File: src/rtl/prog_loader.sv
// prog_loader: receives a length-prefixed, little-endian byte stream, packs the
// payload into 32-bit words and writes them to consecutive imem word addresses.
// Once the load finishes it releases the core from reset.
// Stream format: N[7:0], N[15:8], then 4*N payload bytes.
// Build option PROG_LOADER_CHECKSUM_EN: one extra byte follows the payload.
// That byte must equal the XOR of every header and payload byte before it.
module prog_loader #(
    parameter int ADDR_WIDTH = 10
) (
    input  logic                  clk,
    input  logic                  rst,
    input  logic                  start,
    input  logic                  in_valid,
    input  logic [7:0]            in_data,
    output logic                  in_ready,
    output logic                  imem_we,
    output logic [ADDR_WIDTH-1:0] imem_addr,
    output logic [31:0]           imem_wdata,
    output logic                  core_rst,
    output logic                  busy,
    output logic                  done,
    output logic                  err,
    output logic [ADDR_WIDTH:0]   words_loaded
);

    typedef enum logic [2:0] {
        S_IDLE,
        S_HDR,
        S_LOAD,
`ifdef PROG_LOADER_CHECKSUM_EN
        S_CHK,
`endif
        S_DONE,
        S_ERR
    } state_t;

`ifdef PROG_LOADER_CHECKSUM_EN
    localparam state_t S_END = S_CHK;
`else
    localparam state_t S_END = S_DONE;
`endif

    // Largest legal word count: the whole imem.
    localparam logic [31:0] CAP = 32'd1 << ADDR_WIDTH;

    state_t      state, nxt;
    logic [1:0]  byte_cnt;
    logic [15:0] len;
    logic [23:0] shreg;
    logic        acc;
    logic        sess_start;
    logic        last_word;
    logic [15:0] hdr_n;
`ifdef PROG_LOADER_CHECKSUM_EN
    logic [7:0]  csum;
`endif

    // Next-state decode and state-derived outputs.
    always_comb begin
        nxt        = state;
        in_ready   = 1'b0;
        busy       = 1'b0;
        done       = 1'b0;
        err        = 1'b0;
        core_rst   = 1'b0;
        sess_start = 1'b0;
        hdr_n      = {in_data, len[7:0]};
        // The word completing with this byte is the final one of the program.
        last_word  = (32'(words_loaded) + 32'd1) == 32'(len);
        case (state)
            S_IDLE: begin
                if (start) begin
                    nxt        = S_HDR;
                    sess_start = 1'b1;
                end
            end
            S_HDR: begin
                in_ready = 1'b1;
                busy     = 1'b1;
                if (in_valid && byte_cnt[0]) begin
                    if (hdr_n == 16'd0)
                        nxt = S_END;
                    else if (32'(hdr_n) > CAP)
                        nxt = S_ERR;
                    else
                        nxt = S_LOAD;
                end
            end
            S_LOAD: begin
                in_ready = 1'b1;
                busy     = 1'b1;
                if (in_valid && byte_cnt == 2'd3 && last_word)
                    nxt = S_END;
            end
`ifdef PROG_LOADER_CHECKSUM_EN
            S_CHK: begin
                in_ready = 1'b1;
                busy     = 1'b1;
                if (in_valid)
                    nxt = (in_data == csum) ? S_DONE : S_ERR;
            end
`endif
            S_DONE: begin
                done     = 1'b1;
                core_rst = 1'b1;
                if (start) begin
                    nxt        = S_HDR;
                    sess_start = 1'b1;
                end
            end
            S_ERR: begin
                err = 1'b1;
                if (start) begin
                    nxt        = S_HDR;
                    sess_start = 1'b1;
                end
            end
            default: nxt = S_IDLE;
        endcase
        acc = in_valid & in_ready;
    end

    // State register.
    always_ff @(posedge clk or negedge rst) begin
        if (!rst)
            state <= S_IDLE;
        else
            state <= nxt;
    end

    // Header capture, word packing and the one-cycle imem write strobe.
    always_ff @(posedge clk or negedge rst) begin
        if (!rst) begin
            byte_cnt     <= 2'd0;
            len          <= 16'd0;
            shreg        <= 24'd0;
            imem_we      <= 1'b0;
            imem_addr    <= '0;
            imem_wdata   <= 32'd0;
            words_loaded <= '0;
        end else begin
            imem_we <= 1'b0;
            if (sess_start) begin
                byte_cnt     <= 2'd0;
                words_loaded <= '0;
            end else if (acc && state == S_HDR) begin
                if (!byte_cnt[0]) begin
                    len[7:0] <= in_data;
                    byte_cnt <= 2'd1;
                end else begin
                    len[15:8] <= in_data;
                    byte_cnt  <= 2'd0;
                end
            end else if (acc && state == S_LOAD) begin
                byte_cnt <= byte_cnt + 2'd1;
                if (byte_cnt == 2'd3) begin
                    imem_we      <= 1'b1;
                    imem_addr    <= words_loaded[ADDR_WIDTH-1:0];
                    imem_wdata   <= {in_data, shreg};
                    words_loaded <= words_loaded + {{ADDR_WIDTH{1'b0}}, 1'b1};
                end else begin
                    // Earlier bytes shift down so b0 ends up in the low byte.
                    shreg <= {in_data, shreg[23:8]};
                end
            end
        end
    end

`ifdef PROG_LOADER_CHECKSUM_EN
    // Running XOR over header and payload bytes.
    always_ff @(posedge clk or negedge rst) begin
        if (!rst)
            csum <= 8'd0;
        else if (sess_start)
            csum <= 8'd0;
        else if (acc && (state == S_HDR || state == S_LOAD))
            csum <= csum ^ in_data;
    end
`endif

endmodule

File: config.mk
export PLATFORM = sky130hd
export DESIGN_NAME = prog_loader
export DESIGN_NICKNAME = d
export VERILOG_FILES = /design/src/rtl/prog_loader.sv
export SDC_FILE = /design/constraint.sdc
export NUM_CORES = 1
export LEC_CHECK = 0
export ABC_AREA = 1
export CORE_ASPECT_RATIO = 1.1
export CORE_MARGIN = 4
export CORE_UTILIZATION = 53
export CTS_CLUSTER_DIAMETER = 30
export DETAILED_ROUTE_END_ITERATION = 12
export PLACE_DENSITY = 0.85
export SETUP_SLACK_MARGIN = 0.3
export SYNTH_ARGS = -nofsm -noshare
export SYNTH_HDL_FRONTEND = slang
export SYNTH_SLANG_ARGS = --single-unit
File: constraint.sdc
create_clock -name clk -period 2.3 [get_ports clk]
set_input_delay 0.69 -clock clk [delete_from_list [all_inputs] [get_ports clk]]
set_output_delay 0.69 -clock clk [all_outputs]
set_load 0.05 [all_outputs]
# After elaboration in Yosys (flattened, before gate mapping)
# Index checks and enable logic that the tools add are counted.
[word_totals]
register_bits = 99
inputBits = 12
out_inout_bits = 59
elab_cells = 69
[classes]
add_sub_neg = 3
order_cmp = 1
n_eq_ne = 10
mux = 23
bitwise = 5
reduce_logical = 18
[op_table]
columns = ["op", "n"]
rows = [
  ["two-way mux 11 bit", 4],
  ["== test 12 x 16 -> 1 bit", 1],
  ["> comparator 16 x 11 -> 1 bit (second input constant)", 1],
  ["logical NOT 16 bit", 1],
  ["two-way mux 3 bit", 5],
  ["adder 11 x 1 -> 12 bit (second input constant)", 1],
  ["AND reduction 3 bit", 4],
  ["adder 11 x 1 -> 11 bit (second input constant)", 1],
  ["two-way mux 1 bit", 10],
  ["one-hot mux 3 bit (3 select lines)", 1],
  ["AND reduction 4 bit", 2],
  ["== test 3 x 2 -> 1 bit (second input constant)", 2],
  ["two-way mux 2 bit", 3],
  ["!= test 2 bit (second input constant)", 3],
  ["logical AND 1 bit", 5],
  ["inverter 1 bit", 4],
  ["nonzero test 2 bit", 2],
  ["== test 3 x 1 -> 1 bit (second input constant)", 1],
  ["== test 3 bit (second input constant)", 1],
  ["logical NOT 3 bit", 1],
  ["nonzero test 3 bit", 1],
  ["OR reduction 3 bit", 1],
  ["adder 2 x 1 -> 2 bit (second input constant)", 1],
  ["== test 2 bit (second input constant)", 1],
  ["3 further kinds", 3],
]

# Depth between registers and ports, before layout
# Gate-level depths: netlist (run 1).
[logic_depth]
depth_word = 8
ltp_mapped = 15
mapped_depth_nobuf = 15

# Worst setup path after synthesis (run 1)
# OpenSTA, ideal clock, no wires.
[synth_path]
path_kind = "reg2out"
startpoint = "register state[2]"
endpoint = "output port done"
t_arrival_ns = 1.579
required_time_ns = 1.610
setup_slack_ns = 0.031
stages_incl_launch_ff = 5
cell_sequence = "dfrtp_1 > nor2_2 > inv_2 > nor2_1 > buf_4"
[synth_via]
elab_chain_len = 2
[synth_rtl]
columns = ["element", "line_no", "rtl"]
rows = [
  ["start, declared", "46", "state_t state, nxt;"],
  ["start signal, assigned", "128", "state <= nxt;"],
  ["== test 3 x 2 -> 1 bit", "-", ""],
  ["two-way mux 1 bit", "-", ""],
  ["end, declared", "21", "output logic done,"],
]
# Every way passes these cells.

# Worst setup path after layout (run 1)
[layout_path]
startpoint = "register state[1]"
endpoint = "output port done"
[layout_via]
elab_chain_len = 2
[layout_rtl]
columns = ["element", "line_no", "rtl"]
rows = [
  ["== test 3 x 2 -> 1 bit", "70", "case (state)"],
  ["two-way mux 1 bit", "70", ""],
]
# Every way passes these cells.

==> reports/results.ini, run 1 <==
[pwr]
swShare=0.347
power_mw=4.61
pwr-share-comb=0.275
p_clk_frac=0.220
switchingPower_mw=1.60
p_seq_frac=0.505
power_density_mw_per_mm2=829
p_leak_nw=2.85
vdd_ir_drop_max_mv=0.772
p_int_mw=3.01

[floorplan]
core_area_sq_mm=0.00800
rows=34
ios=71
die_h_um=103
initial_utilization=0.547
die_area_sq_mm=0.00978
die_w_um=94.6

[final_layout]
final_cell_mix=158 x nand2_1, 95 x dfrtp_1, 62 x inv_1
post_route_cells_drive_above_1_share=0.163
fin_cells=720
area_growth_pct=27.0
final_common_cell=nand2_1
diodes=0
nets=621

[placement]
dp_hpwl_mm=7.12
placed_cells=686
routabilityCongestion=0.905
place_ws_ns=-0.0533
io_buffers=70

[synth]
syn-cell-area_sq_mm=0.00438
synth-xor-area-share=0.00715
yosysWarnings=0
synthMuxAreaShare=0
synth_top_family_by_area=simple AND/OR/NAND/NOR gates
synth_nets=534
synth_edf_count=0
synth-seq-cells=99
synthSimpleGateAreaFrac=0.228
synthArstFlopShare=1.00
synthAdderAreaFrac=0.00572
yosys_most_used_dff=dfrtp_1
avgSynthCellArea_sq_um=8.42
synthCells=520
synth.distinct_cells=28
synth_compound_area_frac=0.111
yosysSeqAreaShare=0.566

[sta]
rsz0062_at_grt=yes
setup_ws_ns=0.178
tightest_slew_ns=0.509
post-route-period-util=0.923
final-setup-viol-count=0
finClkSkew_ns=0.0109
finalHoldViolCount=0
relSlewSlack=0.661
tns_ns=0
finalMaxSlewViolations=0
fmax_mhz=471
fin_crit_ns=2.12
timing.hold.ws_ns=0.245

[cts]
cts_tree=done
clk_pin_slew_ns=0.10
h-tree-depth=3
cts-root-buf=clkbuf_8
clk_latency_ns=0.36
numCtsBuffers=9
holdBufCountCts=0
cts_buffer_depth=2
numClockSinks=99

[grt]
grt_max_degree=82
grt_pass1_wl_mm=16.5
antenna_found_initial=0
grt_pass1_vias=3551
grt_usage=0.219
grt_remaining_overflow=0

[setup_path]
cp_max_fo=4
cp_data_required_time_ns=1.61
worst-endpoint-arrival_ns=1.43
crit_buf_inv=3
critical-path-max-stage-delay_ns=0.40
path_cells=inv_1 -> nor2_2 -> inv_2 -> nor2_2 -> buf_12
endpoint_kind=output pin
crit_top_cell=nor2_2
criticalPathCategory=register to output pin
crit_family=flip-flops
start_kind=register
slowest_stage=dfrtp_1

[route]
via_per_inst=5.28
drt_first_iter_violations=290
drtAntennaViolNets=0
drcViolationCount=0
first_pass_iters=6
num_vias=3801
routed_wl_mm=10.3
routedWlPerCell_um=14.4

[worst_hold_path]
hold_path_class=input pin to asynchronous set/reset pin

[job]
drv_cap=0

[run_status]
status=completed

-- through the flow --
step / util / instance area, sq um
global route: 0.695 / 5560
finish: 0.695 / 5560
detailed placement: 0.653 / 5220
CTS: 0.677 / 5420
floorplan: - / 4380
global placement: 0.653 / 5220
-- cell type report --
class	instances	area, sq um
multi-input cells	336	1630
well taps	108	135
inverters	67	254
repair buffers	94	877
flip-flops and latches	99	2480
clock buffers	10	128
fillers	663	2440
clock inverters	6	46.3
-- synthesized netlist by cell type (3+ instances only) --
cell type | n | area share
inv_2 | 4 | 0.0034
o21ai_0 | 61 | 0.070
clkbuf_1 | 9 | 0.0077
inv_1 | 63 | 0.054
nor3_1 | 3 | 0.0034
nand3_1 | 31 | 0.035
nand3b_1 | 3 | 0.0051
o21ai_1 | 16 | 0.018
buf_6 | 3 | 0.0077
nor2_2 | 4 | 0.0057
o21ai_2 | 4 | 0.0080
buf_2 | 5 | 0.0057
nand2_1 | 167 | 0.14
dfrtp_1 | 99 | 0.57
nor2_1 | 22 | 0.019
nand4_1 | 3 | 0.0043
o22ai_1 | 7 | 0.010
-- worst paths after layout --
path	start	endpoint	slack, ns	cells past startpoint
max	state[1]	done	0.18	5
min	rst	words_loaded[10]	0.25	1
max reg2reg	state[1]	shreg[7]	0.24	12
min reg2reg	imem_wdata[2]	imem_wdata[2]	0.48	2
max in group asynchronous	rst	imem_wdata[25]	1.44	2
min in group clk	imem_wdata[2]	imem_wdata[2]	0.48	2
-- what timing repair did --
item                                    in CTS  in global routing
resized for setup                           56                 46
gates cloned                                 0                  1
endpoints found under the setup margin      55                 30
pin swaps                                    3                 15
buffers inserted                             8                  9
-- worst register-to-register path: stages (launching register included) --
cell     delay [ns]
dfrtp_1        0.40
inv_1          0.06
nor2_2         0.13
inv_2          0.08
nor2_4         0.11
inv_4          0.05
buf_4          0.12
buf_4          0.15
nor2_4         0.09
inv_2          0.06
or2_2          0.49
nand2_1        0.11
o21ai_0        0.08
-- registers in the layout, summed over array words and instances (netlist names) --
name and cells:
imem_wdata 32, shreg 24, len 16, words_loaded 11
imem_addr 10, state 3, byte_cnt 2, imem_we 1
-- power by group through the flow --
stage | sequential, mW | clock, mW | combinational, mW
2_1_floorplan | 2.29 | 0 | 0.826
3_3_place_gp | 2.35 | 0 | 1.13
3_5_place_dp | 2.36 | 0 | 1.16
4_1_cts | 2.32 | 1.04 | 1.22
5_1_grt | 2.36 | 1.11 | 1.43
6_report | 2.33 | 1.01 | 1.27
-- cells by family after synthesis --
group | Yosys count
buf+inv | 86
compound gates | 92
fa+ha+maj | 2
flops | 99
xor+xnor | 2
simple gates | 239
-- metal layers --
layer / routed length [um] / global-route usage
met1: 4450 / 0.293
met3: 655 / 0.0427
met4: 180 / 0.0888
met5: 0 / 0
met2: 5060 / 0.352
Power figures use the tool's default switching activity.
==> inputs of run 2 (changes only) <==
--- a/config.mk
+++ b/config.mk
@@ -8,10 +8,11 @@
 export ABC_AREA = 1
 export CORE_ASPECT_RATIO = 1.1
 export CORE_MARGIN = 4
-export CORE_UTILIZATION = 53
+export CORE_UTILIZATION = 56
 export CTS_CLUSTER_DIAMETER = 30
 export DETAILED_ROUTE_END_ITERATION = 12
-export PLACE_DENSITY = 0.85
+export DONT_BUFFER_PORTS = 1
+export PLACE_DENSITY = 0.77
 export SETUP_SLACK_MARGIN = 0.3
 export SYNTH_ARGS = -nofsm -noshare
 export SYNTH_HDL_FRONTEND = slang
==> run 2 against run 1 <==
  * Total power decreased by 1.9%
  * Worst setup slack improved by 0.066 ns
  * Highest routed layer unchanged
  * Largest cell class unchanged
  * Sequential cell count unchanged
  * Register-to-register slack improved by 0.13 ns
  * Clock power increased by 7%
  * Combinational power decreased by 13%
  * Critical path type unchanged
  * Hold slack got worse by 0.23 ns
  * Final cell count decreased by 9.0%
  * Clock skew about the same
  * Critical endpoint is now busy
  * Sequential share of layout area increased by 5.1 points
  * Die area decreased by 4.9%
  * Fmax increased by 3.2%
==> reports/results.ini, run 2 (synthesis gave the netlist of run 1 again) <==
[cts]
cts-root-buf=clkbuf_8  ; unchanged
clk_latency_ns=0.37  ; was 0.36 ns
numClockSinks=99  ; unchanged
cts_buffer_depth=2  ; unchanged
h-tree-depth=3  ; unchanged
cts_tree=done  ; unchanged
numCtsBuffers=9  ; unchanged
clk_pin_slew_ns=0.10  ; about the same

[placement]
dp_hpwl_mm=6.53  ; was 7.12 mm
placed_cells=621  ; was 686
io_buffers=0  ; was 70
routabilityCongestion=0.870  ; was 0.905

[grt]
grt_pass1_wl_mm=16.3  ; was 16.5 mm
grt_pass1_vias=3256  ; was 3551
grt_max_degree=82  ; unchanged
grt_remaining_overflow=0  ; unchanged
grt_use_met3=0.0478  ; was 0.0427
met2_usage=0.357  ; was 0.352
grt_usage=0.224  ; was 0.219
gr-usage-met1=0.306  ; was 0.293
grt_busiest_layer=met2  ; unchanged
antenna_found_initial=0  ; unchanged

[floorplan]
die_area_sq_mm=0.00930  ; was 0.00978 sq mm
ios=71  ; unchanged
rows=33  ; was 34
initial_utilization=0.582  ; was 0.547
die_w_um=92.3  ; was 94.6 um
die_h_um=101  ; was 103 um
core_area_sq_mm=0.00751  ; was 0.00800 sq mm

[setup_path]
cp_data_required_time_ns=1.61  ; about the same
cp_max_fo=5  ; was 4
crit_buf_inv=1  ; was 3
start_kind=register  ; unchanged
slowest_stage=dfrtp_1  ; unchanged
criticalPathCategory=register to output pin  ; unchanged
endpoint_kind=output pin  ; unchanged
path_cells=nor3_1 -> inv_2 -> nand2_8  ; was inv_1 -> nor2_2 -> inv_2 -> nor2_2 -> buf_12
crit_family=flip-flops  ; unchanged
worst-endpoint-arrival_ns=1.37  ; was 1.43 ns
critical-path-max-stage-delay_ns=0.44  ; was 0.40 ns

[final_layout]
reg_top3=imem_wdata x32, shreg x24, len x16  ; unchanged
final_common_cell=nand2_1  ; unchanged
largest_reg_flops=32  ; unchanged
fin_cells=655  ; was 720
nets=559  ; was 621
top_register=imem_wdata  ; unchanged
diodes=0  ; unchanged
fill_cells=633  ; was 663
area_growth_pct=14.0  ; was 27.0%
post_route_cells_drive_above_1_share=0.140  ; was 0.163
final_cell_mix=163 x nand2_1, 94 x dfrtp_1, 61 x inv_1, 61 x o21ai_0, 30 x nand3_1  ; was 158 x nand2_1, 95 x dfrtp_1, 62 x inv_1

[sta]
finClkSkew_ns=0.0105  ; was 0.0109 ns
fmax_mhz=486  ; was 471 MHz
final-setup-viol-count=0  ; unchanged
post-route-period-util=0.894  ; was 0.923
finalHoldViolCount=0  ; unchanged
finalMaxSlewViolations=0  ; unchanged
fin_crit_ns=2.06  ; was 2.12 ns
rsz0062_at_grt=yes  ; unchanged
tns_ns=0  ; unchanged
timing.hold.ws_ns=0.0190  ; was 0.245 ns
tightest_slew_ns=0.949  ; was 0.509 ns
relSlewSlack=0.365  ; was 0.661

[pwr]
vdd_ir_drop_max_mv=0.614  ; was 0.772 mV
power_density_mw_per_mm2=906  ; was 829 mW/mm^2
p_leak_nw=2.46  ; was 2.85 nW

[route]
drt_first_iter_violations=229  ; was 290
routed_wl_mm=10.3  ; about the same
routedWlPerCell_um=15.7  ; was 14.4 um
drcViolationCount=0  ; unchanged
drtAntennaViolNets=0  ; unchanged
first_pass_iters=5  ; was 6
num_vias=3529  ; was 3801
via_per_inst=5.39  ; was 5.28

[run_status]
status=completed  ; unchanged

[worst_hold_path]
hold_path_class=input pin to asynchronous set/reset pin  ; unchanged

[job]
drv_cap=0  ; unchanged

[run 2: final cells by class]
cell class	count	area (sq um)	area share
clock buffers	10	138	0.0276
clock inverters	6	53.8	0.0108
flip-flops and latches	99	2480	0.498
repair buffers	32	298	0.0597
inverters	67	254	0.0509
well taps	105	131	0.0263
multi-input cells	336	1630	0.327
[run 2: what timing repair did]
action / CTS / global route
endpoints found under the hold margin: 17 / 13
hold buffers: 5 / 2
endpoints found under the setup margin: 4 / 77
setup buffers: 6 / 4
cloned: 0 / 1
resized for setup: 8 / 25
pin swaps: 4 / 13
[run 2: stage by stage]
| step | cell area (sq um) | total power, mW | worst slack [ns] | utilization |
|---|---|---|---|---|
| after global routing | 4990 | 4.82 | 0.152 | 0.664 |
| after CTS | 4840 | 4.48 | 0.226 | 0.644 |
| after floorplan | 4380 | 3.12 | 0.306 | - |
| after global placement | 4520 | 3.29 | 0.416 | 0.602 |
| after detailed placement | 4520 | 3.33 | 0.343 | 0.602 |
| final | 4990 | 4.52 | 0.244 | 0.664 |
[run 2: final timing paths]
| path | startpoint | end | slack (ns) | depth (start not counted) |
|---|---|---|---|---|
| worst max-delay path | state[2] | busy | 0.24 | 3 |
| worst min-delay path | rst | byte_cnt[1] | 0.02 | 0 |
| worst max register to register | byte_cnt[0] | state[1] | 0.37 | 14 |
| worst min register to register | shreg[1] | imem_wdata[1] | 0.48 | 2 |
| max in group asynchronous | rst | imem_wdata[4] | 0.81 | 1 |
| min in group clk | shreg[1] | imem_wdata[1] | 0.48 | 2 |
[run 2: routing by layer]
| metal | wire length (um) | share of wire |
|---|---|---|
| met5 | 0 | 0 |
| met1 | 4550 | 0.44 |
| met3 | 603 | 0.059 |
| met4 | 155 | 0.015 |
| met2 | 4990 | 0.48 |
[run 2: power breakdown]
group	leakage, nW	internal [mW]	switching, mW
clock network	0.0958	0.444	0.639
registers	1.30	2.09	0.242
logic	1.05	0.406	0.701
==> inputs of run 3 (changes only) <==
==> config.mk (replaced) <==
export PLATFORM = sky130hd
export DESIGN_NAME = prog_loader
export DESIGN_NICKNAME = d
export VERILOG_FILES = /design/src/rtl/prog_loader.sv
export SDC_FILE = /design/constraint.sdc
export NUM_CORES = 1
export LEC_CHECK = 0
export CELL_PAD_IN_SITES_DETAIL_PLACEMENT = 2
export CELL_PAD_IN_SITES_GLOBAL_PLACEMENT = 2
export CORE_ASPECT_RATIO = 1.1
export CORE_MARGIN = 4
export CORE_UTILIZATION = 41
export CTS_CLUSTER_DIAMETER = 30
export DETAILED_ROUTE_END_ITERATION = 12
export DONT_BUFFER_PORTS = 1
export PLACE_DENSITY = 0.85
export SETUP_SLACK_MARGIN = 0.3
export SLEW_MARGIN = 20
export SYNTH_ARGS = -nofsm -noshare
export SYNTH_HDL_FRONTEND = slang
export SYNTH_SLANG_ARGS = --single-unit
==> run 3 against run 2 <==
  * Sequential cell count stayed put
  * Combinational power decreased by 11%
  * Count of clock-buffer cells in the layout up 2
  * Via count is 9.7% lower
  * Synthesized cell count down 23%
  * Routed wire length rose by 33%
  * Total power rose by 4.2%
  * Sequential power fell by 6%
  * Cell area is 2.7% higher
  * Highest routed layer unchanged
==> reports/results.ini, run 3 <==
[sta]
fin_crit_ns=1.99  ; was 2.06 ns
tns_ns=0  ; unchanged
final-setup-viol-count=0  ; unchanged
timing.hold.ws_ns=0.0205  ; was 0.0190 ns
finalMaxSlewViolations=0  ; unchanged
fmax_mhz=502  ; was 486 MHz
post-route-period-util=0.867  ; was 0.894
tightest_slew_ns=0.664  ; was 0.949 ns
rsz0062_at_grt=yes  ; unchanged
finClkSkew_ns=0.00914  ; was 0.0105 ns
setup_ws_ns=0.306  ; was 0.244 ns
relSlewSlack=0.557  ; was 0.365
finalHoldViolCount=0  ; unchanged

[setup_path]
worst-endpoint-arrival_ns=2.24  ; was 1.37 ns
critical-path-max-stage-delay_ns=0.44  ; about the same
crit_buf_inv=0  ; was 1
start_kind=register  ; unchanged
cp_max_fo=4  ; was 5
regToRegStartpoint=words_loaded[1]  ; was byte_cnt[0]
criticalPathCategory=register to register  ; was register to output pin
path_cells=ha_4 -> xor2_1 -> nor2_1 -> nand4_1 -> nor4_2 -> o2111ai_1 -> o31ai_1  ; was nor3_1 -> inv_2 -> nand2_8
slowest_stage=dfrtp_2  ; was dfrtp_1
endpoint_kind=register  ; was output pin
cp_data_required_time_ns=2.54  ; was 1.61 ns
critPathLaunch=words_loaded[1]  ; was state[2]
crit_family=simple AND/OR/NAND/NOR gates  ; was flip-flops

[synth]
synthMuxAreaShare=0.141  ; was 0
synth-seq-cells=99  ; unchanged
yosysSeqAreaShare=0.565  ; was 0.566
synth.area.top_cells=dfrtp_1 57%, mux2_2 14%, nand2_1 9.0%  ; was dfrtp_1 57%, nand2_1 14%, o21ai_0 7.0%
ys_top_cells_by_count=105 x nand2_1, 99 x dfrtp_1, 55 x mux2_2  ; was 167 x nand2_1, 99 x dfrtp_1, 63 x inv_1
synth_top_area_frac=0.565  ; was 0.566
synthCells=400  ; was 520
synth_edf_count=0  ; unchanged
synth_most_common_cell=nand2_1  ; unchanged
synth.distinct_cells=46  ; was 28
synth_nets=414  ; was 534
post-synth-top-area-cell=dfrtp_1  ; unchanged
synthSimpleGateAreaFrac=0.162  ; was 0.228
synthAdderAreaFrac=0.00571  ; was 0.00572
yosysWarnings=0  ; unchanged
syn-cell-area_sq_mm=0.00438  ; about the same
synth-xor-area-share=0.0357  ; was 0.00715
yosys_most_used_dff=dfrtp_1  ; unchanged
synth_compound_area_frac=0.0579  ; was 0.111
synthArstFlopShare=1.00  ; unchanged
synth_top_family_by_area=simple AND/OR/NAND/NOR gates  ; unchanged
avgSynthCellArea_sq_um=11.0  ; was 8.42 sq um

[final_layout]
post_route_cells_drive_above_1_share=0.320  ; was 0.140
top_register=imem_wdata  ; unchanged
diodes=0  ; unchanged
nets=434  ; was 559
fin_util=0.491  ; was 0.664
fill_cells=1081  ; was 633
final_cell_mix=101 x nand2_1, 88 x dfrtp_1, 55 x mux2_2  ; was 163 x nand2_1, 94 x dfrtp_1, 61 x inv_1, 61 x o21ai_0, 30 x nand3_1
fin_area_sq_mm=0.00512  ; was 0.00499 sq mm
largest_reg_flops=32  ; unchanged
final_common_cell=nand2_1  ; unchanged
area_growth_pct=16.8  ; was 14.0%
reg_top3=imem_wdata x32, shreg x24, len x16  ; unchanged

[floorplan]
die_area_sq_mm=0.0124  ; was 0.00930 sq mm
initial_utilization=0.420  ; was 0.582
die_w_um=107  ; was 92.3 um
ios=71  ; unchanged
die_h_um=116  ; was 101 um
rows=39  ; was 33
core_area_sq_mm=0.0104  ; was 0.00751 sq mm

[cts]
numClockSinks=99  ; unchanged
cts_tree=done  ; unchanged
holdBufCountCts=0  ; was 5
clk_pin_slew_ns=0.07  ; was 0.10 ns
numCtsBuffers=9  ; unchanged
cts_buffer_depth=2  ; unchanged
clk_latency_ns=0.36  ; was 0.37 ns
h-tree-depth=3  ; unchanged
cts-root-buf=clkbuf_16  ; was clkbuf_8

[route]
drtAntennaViolNets=0  ; unchanged
routedWlPerCell_um=24.0  ; was 15.7 um
first_pass_iters=4  ; was 5
drt_first_iter_violations=136  ; was 229
via_per_inst=5.61  ; was 5.39
routed_wl_mm=13.7  ; was 10.3 mm
drcViolationCount=0  ; unchanged
num_vias=3186  ; was 3529

[grt]
grt_pass1_vias=3723  ; was 3256
grt_usage=0.230  ; was 0.224
antenna_found_initial=0  ; unchanged
grt_remaining_overflow=0  ; unchanged
grt_pass1_wl_mm=21.5  ; was 16.3 mm
grt_max_degree=100  ; was 82

[placement]
routabilityCongestion=0.854  ; was 0.870
placed_cell_area_sq_mm=0.00465  ; was 0.00452 sq mm
dp_hpwl_mm=8.44  ; was 6.53 mm
place_ws_ns=0.212  ; was 0.343 ns
io_buffers=0  ; unchanged

[pwr]
vdd_ir_drop_max_mv=0.568  ; was 0.614 mV
p_leak_nw=2.43  ; was 2.46 nW
power_density_mw_per_mm2=920  ; was 906 mW/mm^2

[worst_hold_path]
hold_path_class=input pin to asynchronous set/reset pin  ; unchanged

[run_status]
status=completed  ; unchanged

[job]
drv_cap=0  ; unchanged

-- run 3: changes by cell type in the layout (fill, tap and decap cells not counted), moves of 11 or more --
| cell | before | now |
|---|---|---|
| o21ai_0 | 61 | 16 |
| nand2_1 | 163 | 101 |
| xnor2_1 | 0 | 11 |
| mux2_2 | 0 | 55 |
| o21ai_1 | 16 | 0 |
| inv_1 | 61 | 4 |
| nand3_1 | 30 | 6 |
-- run 3: layout make-up --
class | instances | area [sq um] | area share
Sequential cell | 99 | 2490 | 0.486
Clock inverter | 4 | 51.3 | 0.0100
Multi-Input combinational cell | 271 | 1850 | 0.360
Tap cell | 143 | 179 | 0.0349
Timing Repair Buffer | 33 | 289 | 0.0564
Inverter | 6 | 30.0 | 0.00586
Clock buffer | 12 | 236 | 0.0462
-- run 3: worst reg2reg max path: stages, from the launching register on --
cell and delay [ns]:
dfrtp_2 0.44, ha_4 0.26, xor2_1 0.15, nor2_1 0.11
nand4_1 0.13, nor4_2 0.29, o2111ai_1 0.17, o31ai_1 0.33
-- run 3: cell families after synthesis --
family                     Yosys count
AOI/OAI and AO/OA                   40
xor gates and xnor gates            17
adders and majority gates            2
buffers and inverters               30
DFF                                 99
muxes                               55
and+or+nand+nor                    157
-- run 3: timing repair --
item | 4_1_cts | 5_1_grt
setup endpoints to repair | 6 | 16
endpoints found under the hold margin | 0 | 0
resized for setup | 23 | 6
gates cloned | 0 | 0
setup buffers | 3 | 9
pin swaps | 4 | 2
-- run 3: through the flow --
step	cells	power, mW
after CTS	559	4.68
after detailed placement	540	3.02
after global placement	540	2.93
after floorplan	400	2.77
final	568	4.71
after global routing	568	4.92
-- run 3: layer usage --
metal	track usage	routed length, um	vias to the layer above
met5	0	0	-
met3	0.0608	684	22
met2	0.422	7360	83
met1	0.258	5350	1686
met4	0.0853	262	0
li1	-	-	1395
-- run 3: final timing paths --
kind,to,cells after the start,slack [ns]
worst min register to register,imem_wdata[6],2,0.49
min in group clk,state[2],1,0.45
worst max-delay path,state[0],7,0.31
max in group asynchronous,state[1],0,2.10
worst max register to register,state[0],7,0.31
worst min-delay path,words_loaded[0],0,0.02
-- run 3: where the power goes --
group	leakage, nW	internal, mW	switching, mW	total [mW]
sequential	1.33	1.92	0.266	2.19
combinational	0.967	0.476	0.510	0.986
clock	0.137	0.848	0.687	1.53
total	2.43	3.25	1.46	4.71
